<file path="config.mk">
export PLATFORM = sky130hd
export DESIGN_NAME = ring_state_decoder
export DESIGN_NICKNAME = d
export VERILOG_FILES = /design/src/rtl/ring_state_decoder.sv
export SDC_FILE = /design/constraint.sdc
export NUM_CORES = 1
export LEC_CHECK = 0
export BUFFER_PORTS_ARGS = -buffer_cell sky130_fd_sc_hd__buf_4
export CORE_ASPECT_RATIO = 2
export CORE_MARGIN = 2
export CORE_UTILIZATION = 25
export CTS_CLUSTER_SIZE = 10
export DETAILED_ROUTE_END_ITERATION = 10
export GPL_TIMING_DRIVEN = 1
export PLACE_DENSITY = 0.4
export SETUP_SLACK_MARGIN = 0.4
export SLEW_MARGIN = 20
export SYNTH_ARGS = -nofsm -noshare
export SYNTH_HDL_FRONTEND = slang
export SYNTH_SLANG_ARGS = --single-unit
</file>
<file path="constraint.sdc">
create_clock -name clk -period 3.6 [get_ports clk]
set_input_delay 0.54 -clock clk [delete_from_list [all_inputs] [get_ports clk]]
set_output_delay 0.54 -clock clk [all_outputs]
set_load 0.005 [all_outputs]
</file>
<file path="src/rtl/ring_state_decoder.sv">
// -----------------------------------------------------------------------------
// ring_state_decoder
//
// Observer for an N-state one-hot ring controller. On every clock edge where
// `step` is high, it samples the controller's one-hot state bus. From those
// samples it recovers:
//   - the binary position,
//   - the direction of the last move, and
//   - a signed net revolution count.
// It also detects malformed encodings and illegal transitions.
//
// Optional build macro:
//   RING_HOLD_ERR_EN - when defined, sampling the same state twice in TRACK
//                      (a "hold") is reported as an illegal jump.
//                      When undefined, a hold is legal and silent.
//
// Parameters:
//   N      ring length / one-hot width (2..8)
//   REV_W  revolution counter width
//
// Ports:
//   clk       sole clock, rising edge
//   rst       synchronous reset, active-low
//   step      sample strobe; `ring` is evaluated only when step==1
//   ring      one-hot state bus, bit 0 = first state
//   pos       binary index of the last legally sampled state
//   dir       1 = last move forward, 0 = reverse
//   moved     one-cycle pulse per legal single-step move
//   revs      signed (two's complement) net revolutions, wraps
//   locked    a legal reference state has been captured
//   err       sticky fault flag
//   err_code  bit0 = not one-hot seen, bit1 = illegal jump seen
//
// All outputs are registered; there is no combinational path from the
// inputs to the outputs.
// -----------------------------------------------------------------------------
module ring_state_decoder #(
    parameter int N     = 5,
    parameter int REV_W = 8
) (
    input  logic             clk,
    input  logic             rst,
    input  logic             step,
    input  logic [N-1:0]     ring,
    output logic [2:0]       pos,
    output logic             dir,
    output logic             moved,
    output logic [REV_W-1:0] revs,
    output logic             locked,
    output logic             err,
    output logic [1:0]       err_code
);

    typedef enum logic [1:0] {
        ST_SYNC  = 2'd0,
        ST_TRACK = 2'd1,
        ST_FAULT = 2'd2
    } state_t;

    localparam logic [2:0] LAST_IDX = 3'(N - 1);

    state_t           state_reg,    state_next;
    logic [2:0]       pos_reg,      pos_next;
    logic             dir_reg,      dir_next;
    logic             moved_reg,    moved_next;
    logic [REV_W-1:0] revs_reg,     revs_next;
    logic             locked_reg,   locked_next;
    logic             err_reg,      err_next;
    logic [1:0]       err_code_reg, err_code_next;

    // ------------------------------------------------------------------
    // Sample decode.
    // Each set bit contributes its own index. OR-ing these contributions
    // together yields the sample index q whenever the sample is one-hot.
    // ------------------------------------------------------------------
    logic [2:0] idx_term [N];

    genvar gi;
    generate
        for (gi = 0; gi < N; gi++) begin : g_idx
            assign idx_term[gi] = ring[gi] ? 3'(gi) : 3'd0;
        end
    endgenerate

    logic [3:0] ones_cnt;
    logic [2:0] q_idx;
    logic       one_hot;

    always_comb begin
        ones_cnt = 4'd0;
        q_idx    = 3'd0;
        for (int i = 0; i < N; i++) begin
            ones_cnt = ones_cnt + {3'd0, ring[i]};
            q_idx    = q_idx | idx_term[i];
        end
        one_hot = (ones_cnt == 4'd1);
    end

    // ------------------------------------------------------------------
    // Neighbour indices of the current position, modulo N.
    // For N=2 these two indices coincide. Forward is tested first, so such
    // a move decodes as forward.
    // ------------------------------------------------------------------
    logic [2:0] fwd_idx;
    logic [2:0] rev_idx;
    logic       is_fwd;
    logic       is_rev;
    logic       is_hold;
    logic       hold_bad;
    logic       jump_bad;

    always_comb begin
        fwd_idx = (pos_reg == LAST_IDX) ? 3'd0 : pos_reg + 3'd1;
        rev_idx = (pos_reg == 3'd0) ? LAST_IDX : pos_reg - 3'd1;
        is_fwd  = (q_idx == fwd_idx);
        is_rev  = !is_fwd && (q_idx == rev_idx);
        is_hold = (q_idx == pos_reg);
`ifdef RING_HOLD_ERR_EN
        hold_bad = 1'b1;
`else
        hold_bad = 1'b0;
`endif
        // Meaningful only when the sample is one-hot.
        jump_bad = !is_fwd && !is_rev && (!is_hold || hold_bad);
    end

    // ------------------------------------------------------------------
    // Next-state and output logic.
    // ------------------------------------------------------------------
    always_comb begin
        state_next    = state_reg;
        pos_next      = pos_reg;
        dir_next      = dir_reg;
        moved_next    = 1'b0;
        revs_next     = revs_reg;
        locked_next   = locked_reg;
        err_next      = err_reg;
        err_code_next = err_code_reg;

        unique case (state_reg)
            ST_SYNC: begin
                // Non-one-hot samples are ignored until a clean lock.
                if (step && one_hot) begin
                    pos_next    = q_idx;
                    locked_next = 1'b1;
                    state_next  = ST_TRACK;
                end
            end

            ST_TRACK: begin
                if (step) begin
                    if (!one_hot) begin
                        state_next    = ST_FAULT;
                        err_next      = 1'b1;
                        locked_next   = 1'b0;
                        err_code_next = err_code_reg | 2'b01;
                    end else if (jump_bad) begin
                        state_next    = ST_FAULT;
                        err_next      = 1'b1;
                        locked_next   = 1'b0;
                        err_code_next = err_code_reg | 2'b10;
                    end else if (is_fwd) begin
                        pos_next   = q_idx;
                        dir_next   = 1'b1;
                        moved_next = 1'b1;
                        // Wrapping from the last state to state 0
                        // completes a forward revolution.
                        if (pos_reg == LAST_IDX) begin
                            revs_next = revs_reg + REV_W'(1);
                        end
                    end else if (is_rev) begin
                        pos_next   = q_idx;
                        dir_next   = 1'b0;
                        moved_next = 1'b1;
                        // Wrapping from state 0 to the last state
                        // undoes one revolution.
                        if (pos_reg == 3'd0) begin
                            revs_next = revs_reg - REV_W'(1);
                        end
                    end
                    // Otherwise: a legal hold. Nothing changes.
                end
            end

            ST_FAULT: begin
                // Position, direction and revolution count stay frozen.
                // New faults only accumulate into err_code.
                if (step) begin
                    if (!one_hot) begin
                        err_code_next = err_code_reg | 2'b01;
                    end else if (jump_bad) begin
                        err_code_next = err_code_reg | 2'b10;
                    end
                end
            end

            default: begin
                state_next = ST_SYNC;
            end
        endcase
    end

    // ------------------------------------------------------------------
    // State and output registers. Reset dominates step.
    // ------------------------------------------------------------------
    always_ff @(posedge clk) begin
        if (!rst) begin
            state_reg    <= ST_SYNC;
            pos_reg      <= 3'd0;
            dir_reg      <= 1'b1;
            moved_reg    <= 1'b0;
            revs_reg     <= '0;
            locked_reg   <= 1'b0;
            err_reg      <= 1'b0;
            err_code_reg <= 2'b00;
        end else begin
            state_reg    <= state_next;
            pos_reg      <= pos_next;
            dir_reg      <= dir_next;
            moved_reg    <= moved_next;
            revs_reg     <= revs_next;
            locked_reg   <= locked_next;
            err_reg      <= err_next;
            err_code_reg <= err_code_next;
        end
    end

    assign pos      = pos_reg;
    assign dir      = dir_reg;
    assign moved    = moved_reg;
    assign revs     = revs_reg;
    assign locked   = locked_reg;
    assign err      = err_reg;
    assign err_code = err_code_reg;

endmodule

</file>
# Word level (Yosys, flattened, before mapping)
# Cells that the tools add are included.
word_totals:
  ff_bits: 19
  output_inout_bits: 17
  elab_cells: 97
op_classes:
  add_sub_neg: 8
  eq_ne: 15
  muxes: 34
  n_bitwise: 9
  n_reduce_logical: 22
op_table:
  columns: ["operator", "n"]
  rows:
  - ["8-bit 2-to-1 mux", 4]
  - ["3-bit 2-to-1 mux", 9]
  - ["1-bit 2-to-1 mux", 12]
  - ["2-bit 2-to-1 mux", 6]
  - ["4-bit AND reduction", 3]
  - ["3-bit == test", 3]
  - ["8-bit by 1-bit adder with 8-bit output, second input constant", 1]
  - ["2-bit inequality test, second input constant", 4]
  - ["8-bit by 1-bit subtractor with 8-bit output, second input constant", 1]
  - ["7-bit AND reduction", 1]
  - ["3-bit inequality test, second input constant", 2]
  - ["1-bit inverter", 6]
  - ["2-bit one-hot mux with 3 select lines", 1]
  - ["3-bit one-hot mux with 2 select lines", 1]
  - ["3-bit AND reduction", 2]
  - ["6-bit AND reduction", 1]
  - ["2-bit nonzero test", 3]
  - ["5-bit AND reduction", 1]
  - ["5-bit OR reduction", 1]
  - ["3-bit by 1-bit adder with 4-bit output", 1]
  - ["4-bit by 1-bit adder with 4-bit output", 1]
  - ["4-bit by 1-bit == test with 1-bit output, second input constant", 1]
  - ["1-bit logical AND", 4]
  - ["2-bit by 1-bit inequality test with 1-bit output, second input constant", 2]
  - ["15 further kinds", 17]

# Logic depth before layout (Yosys ltp)
# Gate-level depths: netlist (run 1).
depth:
  depth_word: 14
  depth_mapped: 13
  depth_no_buf: 12

# Worst setup path after synthesis (run 1)
# Ideal clock, no wire load.
synth_path:
  path_kind: "register -> register"
  start: "reg pos_reg[0] (netlist: pos[0])"
  end: "reg revs_reg[7] (netlist: revs[7])"
  arrival_time_ns: 2.956
  setup_slack_ns: 0.525
  stages_incl_launch_ff: 14
  period_less_slack_ns: 3.075
  path_cell_list: "dfxtp_1 clkbuf_1 inv_1 ha_1 nor3b_2 nor3_2 o211ai_2 ha_1 a21oi_1 o211ai_1 o41ai_1 xnor2_1 nand3_1 mux2i_1"
synth_via:
  elab_chain_len: 10
  word_cells_on_any_way: 21
  classes_between: "add/sub (2); eq/ne (5); mux (3); bitwise (1); reduce/logical (10)"
synth_rtl:
  columns: ["element", "line", "text"]
  rows:
  - ["start: declaration", "63", "logic [2:0] pos_reg, pos_next;"]
  - ["start signal: assignment", "218", "pos_reg <= pos_next;"]
  - ["3-bit by 1-bit adder with 3-bit output / 3-bit == test (equally long branches)", "113, 168", null]
  - ["3-bit 2-to-1 mux", "113", "fwd_idx = (pos_reg == LAST_IDX) ? 3'd0 : pos_reg + 3'd1;"]
  - ["3-bit == test", "115", "is_fwd = (q_idx == fwd_idx);"]
  - ["1-bit logical NOT", "116, 124", null]
  - ["1-bit logical AND", "116", "is_rev = !is_fwd && (q_idx == rev_idx);"]
  - ["1-bit logical NOT", "124", "jump_bad = !is_fwd && !is_rev && (!is_hold || hold_bad);"]
  - ["1-bit logical AND (2 in series)", "124", null]
  - ["1-bit inverter (no source line)", null, null]
  - ["7-bit AND reduction (no source line)", null, null]
  - ["end signal: assignment", "221", "revs_reg <= revs_next;"]
  - ["end: declaration", "66", "logic [REV_W-1:0] revs_reg, revs_next;"]
# Several ways; a longest one is shown, not always the timed one.
# A chain may end at the register's enable or synchronous reset.

# Worst setup path after layout (run 1)
layout_path:
  start: "in ring[1]"
  end: "reg revs_reg[0] (netlist: revs[0])"
layout_via:
  elab_chain_len: 12
  word_cells_on_any_way: 24
  classes_between: "add/sub (4); eq/ne (5); mux (2); bitwise (4); reduce/logical (9)"
layout_rtl:
  columns: ["element", "line", "text"]
  rows:
  - ["start: declaration", "44", "input logic [N-1:0] ring,"]
  - ["branches (longest 12 deep; another with 3-bit by 1-bit adder with 4-bit output)", null, null]
# Parallel ways; which one is timed is not known.

==> results of run 1 <==
## stage by stage
stage | setup WS (ns) | utilization | cells | hold WS (ns) | power, W
final | 0.601 | 0.320 | 278 | 0.470 | 0.000836
after global placement | 0.277 | 0.301 | 273 | 0.455 | 0.000600
after floorplan | 0.525 | - | 187 | 0.451 | 0.000500
after global routing | 0.354 | 0.320 | 278 | 0.487 | 0.000900
after detailed placement | 0.175 | 0.301 | 273 | 0.454 | 0.000603
after CTS | 0.424 | 0.315 | 277 | 0.476 | 0.000838
## cell type report
class,instances,share of cell area
multi-input cells,146,0.564
repair buffers,30,0.119
inverters,16,0.0318
well taps,63,0.0417
clock buffers,4,0.0417
flip-flops and latches,19,0.202
## cell usage after synthesis, types with 5 or more instances
master	count
o21a_1	5
xnor2_1	6
ha_1	14
nand3_1	12
nor2_1	6
inv_1	16
a21oi_1	18
clkbuf_1	5
nand2_1	13
o21ai_0	12
dfxtp_1	19
nor3_1	7
## repair_timing
action | 4_1_cts | 5_1_grt
buffers inserted | 0 | 1
resized for setup | 0 | 5
hold buffers | 0 | 0
endpoints found under the setup margin | 0 | 5
## layer usage
layer | routed length (um) | up-vias | GRT usage | share of wire
met1 | 1830 | 652 | 0.170 | 0.47
met4 | 27 | 0 | 0.0318 | 0.0070
met5 | 0 | - | 0 | 0
met3 | 122 | 2 | 0.0113 | 0.032
li1 | - | 722 | - | -
met2 | 1880 | 26 | 0.201 | 0.49
## path summary, 6_finish.rpt
path / startpoint / to / slack, ns / cells after the start
worst min register to register: err / err / 0.47 / 1
worst min-delay path: err / err / 0.47 / 1
worst max-delay path: ring[1] / revs[0] / 0.60 / 12
worst max register to register: pos[1] / revs[6] / 0.64 / 13
## kinds of logic (layout without fill, tap and decap cells)
logic type	Yosys count	after routing	synth area share
buffers and inverters	22	50	0.0595
flip-flops	19	19	0.251
multiplexers	4	4	0.0264
AO/OA/AOI/OAI	56	56	0.240
AND/OR/NAND/NOR	59	59	0.210
adder cells (fa/ha/maj)	17	17	0.155
XOR/XNOR	10	10	0.0578
## power groups by stage
stage	registers [W]	logic (W)	clock network [W]
finish	0.000254	0.000352	0.000230
global route	0.000258	0.000396	0.000247
CTS	0.000253	0.000347	0.000237
detailed placement	0.000258	0.000345	0
global placement	0.000258	0.000342	0
floorplan	0.000254	0.000246	0
## worst register-to-register path, stage by stage (launching register included)
cell      delay (ns)
dfxtp_2         0.39
inv_1           0.10
ha_1            0.29
a21oi_1         0.20
xor2_1          0.24
o211ai_2        0.21
buf_4           0.24
fa_1            0.41
a21o_1          0.19
a21oi_2         0.18
nand3b_1        0.13
nand3_1         0.09
nand3_1         0.10
a21oi_1         0.07
==> summary.md, run 1 <==
| Metric | Value |
|---|---|
| Htree depth | 1 |
| DRC | 0 |
| Max rail drop VDD | 0.000291 V |
| Final setup violating endpoints | 0 |
| Tot GR Track Use | 0.123 |
| Clock buffer depth | 2 |
| Crit path max-delay family | adder cells |
| WP data required | 3.78 ns |
| # fillers | 651 |
| Setup Total Neg Slack | 0 ns |
| Clock Sinks | 19 |
| CP Cell Sequence | buf_4 > inv_1 > fa_1 > fa_1 > inv_1 > ha_1 > nor3_4 > and2_1 > nand3_1 > a221o_1 > or3_1 > a21oi_1 |
| Logic pwr share | 0.421 |
| Chip Width | 59.0 um |
| Crit path largest cell delay | 0.47 ns |
| Initial drt markers | 55 |
| Clock skew | 0.00260 ns |
| Relative slew margins | 0.632 |
| Count of state elements after synthesis | 19 |
| RSZ-0062 raised after global routing | yes |
| Leading area contributor after synthesis | dfxtp_1 |
| Hold Crit Class | reg2reg |
| Storage cell area | 382 um2 |
| Leakage power | 0.818 nW |
| Most common cell after layout, fill and taps aside | buf_4 |
| Initial antenna violation count | 0 |
| CTS tree | yes |
| Mapped Cells | 187 |
| Final Hold Fails | 0 |
| Placement Cell Area | 0.00178 mm2 |
| Synth warn | 0 |
| IO buf count | 24 |
| Total congestion overflow | 0 |
| Routed WL per cell | 13.9 um |
| Max FFs per register | 8 |
| Crit-path slowest cell | fa_1 |
| Cell Int Power | 0.000535 W |
| Clock Power Share | 0.275 |
| Chip height | 114 um |
| Dpl hpwl | 2.94 mm |
| Synth area leaders | dfxtp_1 25%, ha_1 12%, a21oi_1 6.0% |
| Tcrit/Tclk final | 0.833 |
| First-pass DRT Iterations | 4 |
| Startpoint class of the critical path | input pin |
| Worst-Margin Slew | 0.552 ns |
| Post-synthesis sequential area ratio | 0.251 |
| Sw frac | 0.360 |
| Asr flop ratio synth | 0 |
| Post-Syn Area per Cell | 8.10 um2 |
| Critical Setup Path Class | in2reg |
| Pwr Density | 442 mW/mm2 |
| CTS buffer count | 3 |
| Synth unique cells | 41 |
| Clock Latency Late Sink | 0.25 ns |
| Syn-to-layout area delta | 24.9% |
| Seq pwr share | 0.303 |
| Synth top area share | 0.251 |
| ANT nets after route | 0 |
| Clk pin slew, worst setup/hold paths | 0.06 ns |
| Initial Utilization | 0.256 |
| Fmax | 0.333 GHz |
| Status | completed |
| ANT cells | 0 |
| Vias per Instance | 5.04 |
| Die area | 0.00673 mm2 |
| Final Cell Area | 0.00189 mm2 |
| Commonest non-fill, non-tap cells in the layout | 30 x buf_4, 18 x dfxtp_1, 17 x a21oi_1 |
| Crit path buf inv count | 3 |
| Worst Path Max Fanout | 6 |
| Vias in the first global route | 1359 |
| GPL Wtd Cong | 0.776 |
| Syn nets | 212 |
| I/O pin total | 25 |
| Clk root buf | clkbuf_16 |
| Nets | 241 |
| Tmin final | 3.00 ns |
| Max-slew violations | 0 |
| Area of the multi-input gates | 0.00107 mm2 |
| CP endpoint kind | flop |
| Synth Cell Area | 0.00151 mm2 |
| Largest net degree at the start of global routing | 14 |
| FP Rows | 40 |
| Core area | 0.00591 mm2 |
| DR vias | 1402 |
| Final WL | 3.85 mm |
| Net Sw Power | 0.000301 W |
| Layout cells sized above 1 | 0.205 |
| Max-cap viol count | 0 |
| Synth Flop Type | dfxtp_1 |
| Critical Path AT | 3.18 ns |
| EDFF count, synth | 0 |
| First-pass GRT wire length | 6.59 mm |
No activity file was read; power rests on OpenSTA's default activity.
==> run 2: changes to the inputs <==
Settings changed: PLACE_DENSITY 0.4 to 0.41.
Clock period 3.6 ns to 2.7 ns, I/O delays scaled along.
==> run 2 against run 1 <==
Wire length is 13% higher. Utilization increased by 12 points. Global-route usage increased by 1.2 points. Register-to-register slack lost 0.56 ns. Flip-flop and latch count unchanged.
==> summary.md, run 2 (synthesis results as in run 1) <==
| Metric | Value |
|---|---|
| Clock Latency Late Sink | 0.25 ns (about the same) |
| Levels on crit path | 12 (unchanged) |
| CTS buffer count | 3 (unchanged) |
| Final setup violating endpoints | 0 (unchanged) |
| RSZ-0062 raised after global routing | yes |
| Final hold slack | 0.441 ns (-0.0292 ns) |
| Layout cells sized above 1 | 0.547 (+0.343) |
| Tmin final | 2.65 ns |
| # fillers | 622 (-4.5%) |
| DR vias | 1613 (+15%) |
| Tcrit/Tclk final | 0.983 |
| Worst r2r src | pos[1] |
| Commonest non-fill, non-tap cells in the layout | 57 x buf_4, 17 x dfxtp_1, 11 x a21oi_2, 11 x nand2_1, 10 x inv_1 |
| Initial drt markers | 39 (-29%) |
| Leakage power | 1.08 nW (+32%) |
| Worst hold endpoint | dir |
| Critical Setup Path Class | in2reg |
| Crit path buf inv count | 3 (unchanged) |
| Total congestion overflow | 0 (unchanged) |
| Critical Path AT | 2.84 ns (-0.34 ns) |
| Max rail drop VDD | 0.000348 V (+19%) |
| Worst setup margin | 0.0460 ns (-0.555 ns) |
| Initial antenna violation count | 0 (unchanged) |
| Final WL | 4.35 mm (+13%) |
| Post-place setup slack | -0.245 ns (-0.420 ns) |
| I/O pin total | 25 (unchanged) |
| Vias in the first global route | 1472 (+8.3%) |
| Htree depth | 1 (unchanged) |
| WP data required | 2.89 ns (-0.89 ns) |
| Max FFs per register | 8 (unchanged) |
| Clk root buf | clkbuf_16 |
| ANT nets after route | 0 (unchanged) |
| Crit path max-delay family | adder cells |
| Chip height | 114 um (unchanged) |
| ANT cells | 0 (unchanged) |
| Startpoint class of the critical path | input pin |
| Chip Width | 59.0 um (unchanged) |
| Relative slew margins | 0.701 (+0.0691) |
| Min-Delay Path Depth | 2 (+1) |
| DRC | 0 (unchanged) |
| Area of the multi-input gates | 0.00141 mm2 (+32%) |
| Min-delay src | rst |
| Max-cap viol count | 0 (unchanged) |
| Core area | 0.00591 mm2 (unchanged) |
| Initial Utilization | 0.256 (unchanged) |
| Clock Sinks | 19 (unchanged) |
| Clk pin slew, worst setup/hold paths | 0.06 ns (about the same) |
| Routed WL per cell | 13.7 um (-0.92%) |
| First-pass DRT Iterations | 4 (unchanged) |
| Tot GR Track Use | 0.134 (+0.0116) |
| Largest net degree at the start of global routing | 14 (unchanged) |
| Final core utilization | 0.443 (+0.123) |
| Storage cell area | 388 um2 (+1.6%) |
| Nets | 280 (+16%) |
| IO buf count | 24 (unchanged) |
| CTS tree | yes |
| Die area | 0.00673 mm2 (unchanged) |
| # hold bufs at CTS | 0 (unchanged) |
| Most common cell after layout, fill and taps aside | buf_4 |
| GPL Wtd Cong | 0.739 (-4.7%) |
| Status | completed |
| Worst Path Max Fanout | 5 (-1) |
| Dpl hpwl | 3.14 mm (+7.0%) |
| FF-to-FF setup slack | 0.08 ns (-0.56 ns) |
| Reg2reg end | revs[7] |
| CP endpoint kind | flop |
| Crit path largest cell delay | 0.48 ns (about the same) |
| Worst Reg-to-Reg Cells | 13 (unchanged) |
| Max-slew violations | 0 (unchanged) |
| FP Rows | 40 (unchanged) |
| First-pass GRT wire length | 7.20 mm (+9.2%) |
| Pwr Density | 543 mW/mm2 (+23%) |
| CP Cell Sequence | buf_12 > clkinv_8 > fa_1 > fa_2 > inv_2 > ha_4 > nor3_4 > and2_4 > nand3_4 > a221o_1 > or3_1 > a21oi_2 |
| Clock skew | 0.00533 ns (+0.00273 ns) |
| Vias per Instance | 5.09 (+0.90%) |
| Crit-path slowest cell | fa_1 |
| Hold Crit Class | in2reg |
| Final Hold Fails | 0 (unchanged) |
| Worst-Margin Slew | 0.448 ns (-0.104 ns) |
| Syn-to-layout area delta | 72.7% |
| Clock buffer depth | 2 (unchanged) |
| Fmax | 0.377 GHz |
==> run 2: what timing repair did <==
item,CTS,global route
setup endpoints to repair,11,15
resized for setup,27,49
pin swaps,21,34
setup buffers,5,11
==> run 2: area by class of cell <==
class | instances | area share
inverter | 16 | 0.0297
sequential | 19 | 0.148
clock inverter | 1 | 0.00191
multi-input combinational | 146 | 0.538
tap | 63 | 0.0301
clock buffer | 3 | 0.0287
timing repair buffer | 69 | 0.223
==> run 2: how the worst max path moves through the flow <==
stage             from      end  slack (ns)
3_5_place_dp   ring[3]  revs[6]       -0.25
4_1_cts         pos[1]  revs[7]       -0.04
6_report       ring[3]  revs[0]        0.05
5_1_grt        ring[3]  revs[0]       -0.08
3_3_place_gp   ring[3]  revs[7]       -0.25
2_1_floorplan   pos[0]  revs[7]       0.004
==> run 2: per-stage QoR <==
step                      setup TNS, ns  std cells  power (W)  cell area (um2)
final                                 0        317    0.00142             2620
after global routing             -0.205        317    0.00152             2620
after CTS                       -0.0418        306    0.00129             2320
after detailed placement          -1.65        297   0.000922             2100
after global placement            -1.39        297   0.000920             2100
after floorplan                       0        187   0.000736             1660
==> run 2: worst register-to-register path, cell delays in order, from the launching register on <==
cell and delay [ns]:
dfxtp_4 0.36, ha_4 0.17, nor2b_4 0.13, o21a_1 0.21, o211ai_4 0.26, buf_6 0.18
ha_4 0.21, nand3_2 0.07, o211ai_1 0.09, buf_4 0.15, o41ai_4 0.24, xnor2_1 0.17
nand3_1 0.13, mux2i_1 0.15
==> run 2: power breakdown <==
part / internal (W) / total [W] / switching, W
sequential: 0.000312 / 0.000341 / 0.0000290
combinational: 0.000379 / 0.000769 / 0.000390
clock: 0.000199 / 0.000311 / 0.000112
total: 0.000889 / 0.00142 / 0.000531
==> run 2: layer usage <==
metal,up-vias,global-route usage,share of wire
met3,5,0.0113,0.029
met5,-,0,0
met1,769,0.190,0.46
met2,34,0.213,0.50
met4,0,0.0409,0.014
li1,805,-,-
==> run 3: changes to the inputs <==
--- a/config.mk
+++ b/config.mk
@@ -13,5 +13,4 @@
 export DETAILED_ROUTE_END_ITERATION = 10
 export GPL_TIMING_DRIVEN = 1
-export PLACE_DENSITY = 0.41
 export SETUP_SLACK_MARGIN = 0.4
 export SLEW_MARGIN = 20
==> constraint.sdc (replaced) <==
create_clock -name clk -period 2.7 [get_ports clk]
set_input_delay 0.54 -clock clk [delete_from_list [all_inputs] [get_ports clk]]
set_output_delay 0.54 -clock clk [all_outputs]
set_load 0.005 [all_outputs]
==> run 3 against run 2 <==
The run now ends with negative setup slack left. Non-clock buffer count stayed put. Wire length is 0.85% lower. Utilization is 2.4 points lower. Combinational power is 6.0% lower. Register-to-register slack better by 0.03 ns. Critical path depth stayed put. Cell area is 5.3% lower. Clock skew is 0.0042 ns lower. Critical path type unchanged. Power is 3.4% lower. Maximum frequency is 2.0% lower.
==> summary.md, run 3 (synthesis results as in run 1) <==
| Metric | Value |
|---|---|
| Status | finished with violations |
| Failing checks | negative setup slack |
| Worst r2r src | pos[1] |
| Crit path largest cell delay | 0.48 ns (about the same) |
| Vias in the first global route | 1614 (+9.6%) |
| CP endpoint kind | flop |
| First-pass GRT wire length | 7.24 mm (+0.58%) |
| Initial drt markers | 49 (+26%) |
| Worst hold endpoint | err |
| Max FFs per register | 8 (unchanged) |
| Max-cap viol count | 0 (unchanged) |
| Die area | 0.00673 mm2 (unchanged) |
| Post-place setup slack | -0.317 ns (-0.0716 ns) |
| Crit path buf inv count | 3 (unchanged) |
| Max rail drop VDD | 0.000395 V (+14%) |
| Tmin final | 2.71 ns (+0.0548 ns) |
| Final Hold Fails | 0 (unchanged) |
| CTS tree | yes |
| Layout Cells excl Fill | 317 (unchanged) |
| ANT nets after route | 0 (unchanged) |
| Min-Delay Path Depth | 1 (-1) |
| Largest net degree at the start of global routing | 14 (unchanged) |
| Critical Setup Path Class | in2reg |
| Nets | 280 (unchanged) |
| Relative slew margins | 0.711 (+0.00982) |
| Commonest non-fill, non-tap cells in the layout | 63 x buf_4, 17 x dfxtp_1, 13 x nand2_1 |
| Vias per Instance | 5.21 (+2.4%) |
| Clk root buf | clkbuf_16 |
| Worst-Margin Slew | 0.434 ns (-0.0142 ns) |
| ANT cells | 0 (unchanged) |
| Clock Latency Late Sink | 0.25 ns (about the same) |
| Startpoint class of the critical path | input pin |
| Initial antenna violation count | 0 (unchanged) |
| CTS buffer count | 3 (unchanged) |
| DRC | 0 (unchanged) |
| Tcrit/Tclk final | 1.00 (+0.0203) |
| Routed WL per cell | 13.6 um (-0.85%) |
| Most common cell after layout, fill and taps aside | buf_4 |
| # fillers | 593 (-4.7%) |
| Dpl hpwl | 3.11 mm (-0.93%) |
| Leakage power | 1.04 nW (-3.6%) |
| Htree depth | 1 (unchanged) |
| CP Cell Sequence | buf_8 > inv_4 > fa_1 > fa_2 > inv_2 > ha_4 > nor3_4 > and2_4 > nand3_4 > a221o_1 > or3_4 > a21oi_2 |
| Final hold slack | 0.470 ns (+0.0294 ns) |
| Clock Sinks | 19 (unchanged) |
| # hold bufs at CTS | 0 (unchanged) |
| Worst Reg-to-Reg Cells | 14 (+1) |
| First-pass DRT Iterations | 4 (unchanged) |
| Layout cells sized above 1 | 0.484 (-0.0630) |
| GPL Wtd Cong | 0.809 (+9.5%) |
| Clk pin slew, worst setup/hold paths | 0.06 ns (about the same) |
| Max-slew violations | 0 (unchanged) |
| Crit path max-delay family | adder cells |
| Final setup violating endpoints | 1 (+1) |
| Chip height | 114 um (unchanged) |
| Core area | 0.00591 mm2 (unchanged) |
| Total congestion overflow | 0 (unchanged) |
| Initial Utilization | 0.256 (unchanged) |
| Final WL | 4.32 mm (-0.85%) |
| Tot GR Track Use | 0.132 (-0.00174) |
| I/O pin total | 25 (unchanged) |
| IO buf count | 24 (unchanged) |
| Clock skew | 0.00118 ns (-0.00415 ns) |
| FF-to-FF setup slack | 0.11 ns (+0.03 ns) |
| Crit-path slowest cell | fa_1 |
| Chip Width | 59.0 um (unchanged) |
| Hold Crit Class | reg2reg |
| WP data required | 2.88 ns (about the same) |
| # placed instances | 305 (+2.7%) |
| Min-delay src | err |
| DR vias | 1651 (+2.4%) |
| Clock buffer depth | 2 (unchanged) |
| Syn-to-layout area delta | 63.6% |
| Critical Path AT | 2.89 ns (+0.05 ns) |
| Worst setup margin | -0.00886 ns (-0.0548 ns) |
| Reg2reg end | revs[6] |
| Pwr Density | 554 mW/mm2 (+2.0%) |
| Worst Path Max Fanout | 2 (-3) |
| RSZ-0062 raised after global routing | yes |
| FP Rows | 40 (unchanged) |
| Fmax | 0.369 GHz (-2.0%) |
run 3: worst register-to-register path, stage by stage, from the launching register on:
cell and delay [ns]:
dfxtp_4 0.38, inv_2 0.06, ha_4 0.17, nor3b_4 0.21, nor3_2 0.10, o211ai_4 0.25
buf_6 0.18, buf_4 0.16, ha_4 0.21, nor2b_2 0.16, a22o_1 0.23, a21oi_1 0.12
nand3_1 0.10, nand3_1 0.09, a21oi_1 0.06
run 3: power breakdown:
| group | leakage (nW) | switching (W) | total, W | internal (W) |
|---|---|---|---|---|
| Sequential | 0.155 | 0.0000319 | 0.000344 | 0.000312 |
| Clock | 0.0409 | 0.000106 | 0.000305 | 0.000198 |
| Combinational | 0.842 | 0.000360 | 0.000723 | 0.000363 |
| Total | 1.04 | 0.000498 | 0.00137 | 0.000873 |
run 3: metrics by stage:
| stage | instance area, um2 | TNS, ns | power [W] | utilization |
|---|---|---|---|---|
| floorplan | 1600 | -0.372 | 0.000704 | - |
| global placement | 2110 | -2.31 | 0.000913 | 0.357 |
| detailed placement | 2110 | -2.79 | 0.000933 | 0.357 |
| CTS | 2360 | 0 | 0.00131 | 0.399 |
| global route | 2480 | -0.335 | 0.00146 | 0.419 |
| finish | 2480 | -0.00886 | 0.00137 | 0.419 |
run 3: final cells by class:
| class | count | area, um2 | share of cell area |
|---|---|---|---|
| inverter | 16 | 70.1 | 0.0283 |
| timing repair buffer | 69 | 544 | 0.220 |
| tap | 63 | 78.8 | 0.0318 |
| multi-input combinational | 146 | 1320 | 0.531 |
| clock buffer | 3 | 75.1 | 0.0303 |
| sequential | 19 | 388 | 0.157 |
| clock inverter | 1 | 5.00 | 0.00202 |
run 3: worst max path at each step:
stage,from,end,slack [ns],cells past startpoint
global placement,ring[3],revs[5],-0.25,13
floorplan,ring[3],revs[0],-0.12,11
finish,ring[1],revs[0],-0.009,12
CTS,ring[1],revs[0],0.006,12
detailed placement,ring[3],state_reg[0],-0.32,11
global route,ring[1],revs[0],-0.09,12
run 3: timing repair:
| item | 4_1_cts | 5_1_grt |
|---|---|---|
| pin swaps | 16 | 13 |
| gates resized for setup | 33 | 21 |
| buffers inserted | 6 | 2 |
| setup endpoints to repair | 17 | 19 |
run 3: layer usage:
metal / vias to the layer above / GRT usage / share of wire
li1: 807 / - / -
met1: 805 / 0.163 / 0.43
met2: 35 / 0.242 / 0.53
met3: 4 / 0.0136 / 0.024
met4: 0 / 0.0242 / 0.0076
met5: - / 0 / 0
